==> src/rtl/mc_ctrl.sv <==
// Multi-cycle MIPS control FSM: sequences FETCH/DECODE/EXE/MEM/WB one instruction at a time.
// Outputs are combinational from state and ins; lw/sw stall MEM_WAIT extra cycles in the memory state.
module mc_ctrl #(
    parameter int unsigned MEM_WAIT = 0
) (
    input  logic        clk,
    input  logic        rst,
    input  logic [31:0] ins,
    input  logic        zero,
    output logic        pcWr,
    output logic        irWr,
    output logic        regWr,
    output logic        memWr,
    output logic [1:0]  regDst,
    output logic        aluSrc,
    output logic [4:0]  aluOp,
    output logic        extOp,
    output logic [1:0]  memToReg,
    output logic [1:0]  npcSel,
    output logic [3:0]  state,
    output logic        illegal
);

    typedef enum logic [3:0] {
        S_FETCH   = 4'd0,
        S_DECODE  = 4'd1,
        S_EXE_R   = 4'd2,
        S_EXE_I   = 4'd3,
        S_MEM_ADR = 4'd4,
        S_MEM_RD  = 4'd5,
        S_MEM_WR  = 4'd6,
        S_WB_MEM  = 4'd7,
        S_WB_ALU  = 4'd8,
        S_BRANCH  = 4'd9,
        S_JUMP    = 4'd10
    } state_t;

    localparam logic [4:0] ALU_ADD = 5'd0;
    localparam logic [4:0] ALU_SUB = 5'd1;
    localparam logic [4:0] ALU_AND = 5'd2;
    localparam logic [4:0] ALU_OR  = 5'd3;
    localparam logic [4:0] ALU_SLT = 5'd4;
    localparam logic [4:0] ALU_SLL = 5'd5;
    localparam logic [4:0] ALU_LUI = 5'd6;

    localparam logic [5:0] OP_RTYPE = 6'b000000;
    localparam logic [5:0] OP_ORI   = 6'b001101;
    localparam logic [5:0] OP_ADDIU = 6'b001001;
    localparam logic [5:0] OP_LUI   = 6'b001111;
    localparam logic [5:0] OP_LW    = 6'b100011;
    localparam logic [5:0] OP_SW    = 6'b101011;
    localparam logic [5:0] OP_BEQ   = 6'b000100;
    localparam logic [5:0] OP_J     = 6'b000010;
    localparam logic [5:0] OP_JAL   = 6'b000011;

    localparam logic [5:0] FN_ADDU = 6'b100001;
    localparam logic [5:0] FN_SUBU = 6'b100011;
    localparam logic [5:0] FN_AND  = 6'b100100;
    localparam logic [5:0] FN_OR   = 6'b100101;
    localparam logic [5:0] FN_SLT  = 6'b101010;
    localparam logic [5:0] FN_SLL  = 6'b000000;
    localparam logic [5:0] FN_JR   = 6'b001000;

    localparam logic [3:0] WAIT_LAST = 4'(MEM_WAIT);

    state_t     cur;
    logic [3:0] cnt;
    logic [5:0] op;
    logic [5:0] funct;
    logic       is_rtype;
    logic       r_arith;
    logic       is_jr;
    logic       i_arith;
    logic       is_mem;
    logic       is_lw;
    logic       is_beq;
    logic       is_j;
    logic       is_jal;
    logic       supported;
    logic       cnt_done;
    logic [4:0] alu_r;
    logic [4:0] alu_i;
    logic       ext_i;
    logic       unused_ins;

    assign op         = ins[31:26];
    assign funct      = ins[5:0];
    assign unused_ins = ^ins[25:6];

    assign is_rtype = (op == OP_RTYPE);
    assign r_arith  = is_rtype && (funct == FN_ADDU || funct == FN_SUBU || funct == FN_AND ||
                                   funct == FN_OR   || funct == FN_SLT  || funct == FN_SLL);
    assign is_jr    = is_rtype && (funct == FN_JR);
    assign i_arith  = (op == OP_ORI) || (op == OP_ADDIU) || (op == OP_LUI);
    assign is_lw    = (op == OP_LW);
    assign is_mem   = is_lw || (op == OP_SW);
    assign is_beq   = (op == OP_BEQ);
    assign is_j     = (op == OP_J);
    assign is_jal   = (op == OP_JAL);
    assign supported = r_arith || is_jr || i_arith || is_mem || is_beq || is_j || is_jal;
    assign cnt_done = (cnt == WAIT_LAST);

    always_comb begin
        alu_r = ALU_ADD;
        case (funct)
            FN_ADDU: alu_r = ALU_ADD;
            FN_SUBU: alu_r = ALU_SUB;
            FN_AND:  alu_r = ALU_AND;
            FN_OR:   alu_r = ALU_OR;
            FN_SLT:  alu_r = ALU_SLT;
            FN_SLL:  alu_r = ALU_SLL;
            default: alu_r = ALU_ADD;
        endcase
    end

    // ori zero-extends, addiu sign-extends, lui ignores the extender.
    always_comb begin
        alu_i = ALU_ADD;
        ext_i = 1'b0;
        case (op)
            OP_ORI:   alu_i = ALU_OR;
            OP_ADDIU: begin alu_i = ALU_ADD; ext_i = 1'b1; end
            OP_LUI:   alu_i = ALU_LUI;
            default:  alu_i = ALU_ADD;
        endcase
    end

    always_ff @(posedge clk or posedge rst) begin
        if (rst) begin
            cur <= S_FETCH;
            cnt <= 4'd0;
        end else begin
            cnt <= 4'd0;
            case (cur)
                S_FETCH:  cur <= S_DECODE;
                S_DECODE: begin
                    if (r_arith)            cur <= S_EXE_R;
                    else if (i_arith)       cur <= S_EXE_I;
                    else if (is_mem)        cur <= S_MEM_ADR;
                    else if (is_beq)        cur <= S_BRANCH;
                    else if (is_j || is_jal || is_jr) cur <= S_JUMP;
                    else                    cur <= S_FETCH;
                end
                S_EXE_R:   cur <= S_WB_ALU;
                S_EXE_I:   cur <= S_WB_ALU;
                S_MEM_ADR: cur <= is_lw ? S_MEM_RD : S_MEM_WR;
                S_MEM_RD: begin
                    if (cnt_done) cur <= S_WB_MEM;
                    else          cnt <= cnt + 4'd1;
                end
                S_MEM_WR: begin
                    if (cnt_done) cur <= S_FETCH;
                    else          cnt <= cnt + 4'd1;
                end
                S_WB_MEM:  cur <= S_FETCH;
                S_WB_ALU:  cur <= S_FETCH;
                S_BRANCH:  cur <= S_FETCH;
                S_JUMP:    cur <= S_FETCH;
                default:   cur <= S_FETCH;
            endcase
        end
    end

    assign state = cur;

    always_comb begin
        pcWr     = 1'b0;
        irWr     = 1'b0;
        regWr    = 1'b0;
        memWr    = 1'b0;
        regDst   = 2'b00;
        aluSrc   = 1'b0;
        aluOp    = ALU_ADD;
        extOp    = 1'b0;
        memToReg = 2'b00;
        npcSel   = 2'b00;
        illegal  = 1'b0;
        case (cur)
            S_FETCH: begin
                irWr = 1'b1;
                pcWr = 1'b1;
            end
            S_DECODE: illegal = !supported;
            S_EXE_R:  aluOp = alu_r;
            S_EXE_I: begin
                aluSrc = 1'b1;
                aluOp  = alu_i;
                extOp  = ext_i;
            end
            S_WB_ALU: begin
                regWr = 1'b1;
                if (is_rtype) begin
                    regDst = 2'b01;
                    aluOp  = alu_r;
                end else begin
                    aluSrc = 1'b1;
                    aluOp  = alu_i;
                    extOp  = ext_i;
                end
            end
            S_MEM_ADR, S_MEM_RD: begin
                aluSrc = 1'b1;
                extOp  = 1'b1;
            end
            S_MEM_WR: begin
                aluSrc = 1'b1;
                extOp  = 1'b1;
                memWr  = cnt_done;
            end
            S_WB_MEM: begin
                aluSrc   = 1'b1;
                extOp    = 1'b1;
                regWr    = 1'b1;
                memToReg = 2'b01;
            end
            S_BRANCH: begin
                aluOp  = ALU_SUB;
                extOp  = 1'b1;
                pcWr   = zero;
                npcSel = 2'b01;
            end
            S_JUMP: begin
                pcWr = 1'b1;
                if (is_jr) begin
                    npcSel = 2'b11;
                end else begin
                    npcSel = 2'b10;
                    if (is_jal) begin
                        regWr    = 1'b1;
                        regDst   = 2'b10;
                        memToReg = 2'b10;
                    end
                end
            end
            default: ;
        endcase
        // Reset must suppress any write from an aborted instruction within the same cycle.
        if (rst) begin
            pcWr     = 1'b0;
            irWr     = 1'b0;
            regWr    = 1'b0;
            memWr    = 1'b0;
            regDst   = 2'b00;
            aluSrc   = 1'b0;
            aluOp    = ALU_ADD;
            extOp    = 1'b0;
            memToReg = 2'b00;
            npcSel   = 2'b00;
            illegal  = 1'b0;
        end
    end

endmodule

==> config.mk <==
export PLATFORM = sky130hd
export DESIGN_NAME = mc_ctrl
export DESIGN_NICKNAME = d
export VERILOG_FILES = /design/src/rtl/mc_ctrl.sv
export SDC_FILE = /design/constraint.sdc
export NUM_CORES = 1
export LEC_CHECK = 0
export ABC_AREA = 1
export ABC_CLOCK_PERIOD_IN_PS = 2040
export BUFFER_PORTS_ARGS = -buffer_cell sky130_fd_sc_hd__buf_4
export CAP_MARGIN = 20
export CORE_UTILIZATION = 30
export DETAILED_ROUTE_END_ITERATION = 12
export GPL_ROUTABILITY_DRIVEN = 0
export HOLD_SLACK_MARGIN = 0.15
export REMOVE_ABC_BUFFERS = 1
export SLEW_MARGIN = 20
export SYNTH_ARGS = -nofsm -noshare
export SYNTH_HDL_FRONTEND = slang
export SYNTH_SLANG_ARGS = --single-unit
export TNS_END_PERCENT = 10
==> constraint.sdc <==
create_clock -name clk -period 2.04 [get_ports clk]
set_input_delay 0.408 -clock clk [delete_from_list [all_inputs] [get_ports clk]]
set_output_delay 0.408 -clock clk [all_outputs]
set_load 0.02 [all_outputs]
==> key figures <==
Critical path
  – Critical path launch point type: register
  – Setup crit end kind: output port
  – CP Data Arrival Time: 1.64 ns
  – Crit Path Class: register to output port
  – Req. time, crit path: 1.63 ns
  – Critical Path Fanout Max: 5

Timing
  – Hold Fails Final Rpt: 0
  – Hold WS: 0.346 ns
  – Final worst slack: -0.00329 ns
  – Final Skew: 0.00694 ns
  – Period utilization: 1.00
  – Slew Limit Fails: 0
  – RSZ-0062 raised after global routing: true
  – Final setup fails: 1
  – Crit path time final: 2.04 ns
  – Max Freq: 489 MHz

Synthesis
  – Synth Instances: 149
  – Most frequent cell after synthesis: nand2_1
  – Seq/Total Area, Yosys: 0.221
  – Avg Synthesized Cell Area: 6.09 um2
  – Asr flop ratio synth: 1.00
  – FF+latch count, synth: 8
  – Distinct cells, synth: 29
  – Cell accounting for the most synthesized area: dfrtp_1
  – Top_reg_cell synth: dfrtp_1
  – Number of flops mapped to enable cells by yosys: 0
  – Synth top area cells: dfrtp_1 (22%), nand2_1 (12%), nor2_1 (11%)
  – Yosys warning total: 0
  – Top cells by count, synth: nand2_1 (30), nor2_1 (26), inv_1 (20)
  – Top cell type's share of synthesized area: 0.221
  – Synth Cell Area: 907 um2

Placed design
  – Dpl cells: 214
  – Port bufs: 34
  – HPWL after DPL: 2080 um
  – Place WS: 0.0786 ns

GRT
  – Overall Global Routing Usage: 0.162
  – Overflow after GRT: 0
  – Pin count of the biggest net entering global routing: 11
  – First-pass GRT wire length: 4130 um
  – Vias in the first global route: 947
  – Initial antenna violation count: 0

Clock tree
  – CTS Sinks: 8
  – Worst-path clk slew: 0.05 ns
  – Clock latency on the worst-skew pair: 0.26 ns
  – Clock Tree Buf Depth: 2
  – CTS Buf Count: 3
  – Htree depth: 1
  – Root buf cell: clkbuf_4
  – TritonCTS clock tree: yes

Route
  – Drt pass-1 iters: 8
  – Routed WL per cell: 11.7 um
  – Via density: 5.08
  – Vias after detailed routing: 1137
  – Post-route antenna net violation count: 0
  – DRT iter0 DRCs: 46
  – DRC Markers: 4
  – Post-Route WL: 2630 um

Cells and area
  – P&R area growth vs syn: 50.2%
  – Final #Nets: 232
  – Layout cells sized above 1: 0.389
  – Final Util: 0.486
  – N_diodes: 0
  – Fillers: 293
  – Fin cells: 224

Pwr
  – Max rail drop VDD: 0.478 mV
  – Leak: 0.680 nW
  – Pwr per Cell Area: 935 mW/mm2
  – Total power: 0.00127 W

Die
  – Die width: 57.0 um
  – Top-level I/O count: 57
  – Die height: 57.0 um
  – Row cnt: 19
  – Die footprint: 0.00325 mm2
  – Effective utilization at floorplan: 0.323
  – Core ar.: 0.00281 mm2

Run
  – Max Cap Viol: 0

Run status
  – Outcome: complete, but fails checks
  – Failing checks: design-rule violations, negative setup slack

Hold path
  – Worst hold path class: input port to asynchronous set/reset pin
## flip-flops by register name, indices dropped and copies added, names as in the netlist
signal and cells:
cnt 4, state 4
## cells by family after synthesis
| group | count (synthesis) | synth area share |
|---|---|---|
| other | 1 | 0.00413 |
| AO/OA/AOI/OAI | 20 | 0.137 |
| flip-flops | 8 | 0.221 |
| XOR/XNOR | 2 | 0.0193 |
| buffers and inverters | 25 | 0.113 |
| AND/OR/NAND/NOR | 91 | 0.479 |
| adder cells (fa/ha/maj) | 2 | 0.0276 |
## cells in the final DEF (no fill, tap or decap), types with 2 or more instances in the layout
master	synthesis	final
nand4_1	4	4
o21ai_1	3	2
clkbuf_4	0	3
nor3_1	3	3
a31oi_1	3	3
nand3_1	14	14
nor2_4	3	8
conb_1	1	2
nor2_1	26	24
a21oi_1	5	4
dfrtp_2	0	3
inv_1	20	18
dfrtp_1	8	5
buf_6	0	3
nand2_1	30	26
nand2_2	0	4
inv_2	2	3
o21ai_0	3	3
nor2_2	6	3
buf_4	2	40
ha_1	2	2
o21ai_2	1	2
## through the flow
step	setup TNS, ns	instance area, um2
after floorplan	-0.168	891
after detailed placement	0	1200
after global routing	-0.287	1360
after CTS	-0.00634	1260
after global placement	0	1200
final	-0.00329	1360
## critical path: stages (launching register included)
cell and delay, ns:
dfrtp_2 0.44, buf_4 0.15, inv_4 0.07, nor2_4 0.04, inv_2 0.09, nor2_4 0.06, nand3_2 0.10, nor2_4 0.04
a211o_1 0.25, buf_6 0.14
## timing repair
| action | 4_1_cts | 5_1_grt |
|---|---|---|
| resized for setup | 6 | 19 |
| pin swaps | 1 | 5 |
| setup buffers | 2 | 5 |
| setup endpoints to repair | 6 | 8 |
| hold buffers | 0 | 0 |
## layout make-up
cell class / count / area, um2 / area share
clock buffer: 3 / 22.5 / 0.0165
inverter: 22 / 85.1 / 0.0624
multi-input combinational: 117 / 678 / 0.498
sequential: 8 / 204 / 0.150
tap: 31 / 38.8 / 0.0285
timing repair buffer: 43 / 334 / 0.245
## layer usage
layer	global-route usage	routed length [um]	up-vias
li1	-	-	577
met1	0.236	1200	507
met2	0.244	1200	49
met3	0.0340	197	4
met4	0.0418	32	0
met5	0	0	-
## final timing paths
kind                                             end  depth (start not counted)  slack [ns]            startpoint
worst max-delay path                           regWr                          9      -0.003  state[1]$_DFFE_PP0P_
worst min-delay path            state[2]$_DFFE_PP0P_                          3        0.35                   rst
worst max register to register  state[2]$_DFFE_PP0P_                          6        0.52  state[2]$_DFFE_PP0P_
worst min register to register      cnt[0]$_DFF_PP0_                          1        0.49      cnt[0]$_DFF_PP0_
max in group asynchronous       state[0]$_DFFE_PP0P_                          3        1.54                   rst
min in group clk                    cnt[0]$_DFF_PP0_                          1        0.49      cnt[0]$_DFF_PP0_
## where the power goes
group | internal [W] | switching [W] | leakage (nW)
sequential | 0.000198 | 0.0000695 | 0.105
combinational | 0.000369 | 0.000519 | 0.561
clock | 0.0000671 | 0.0000504 | 0.0138
Note: power is estimated with default switching activity, not from simulation.
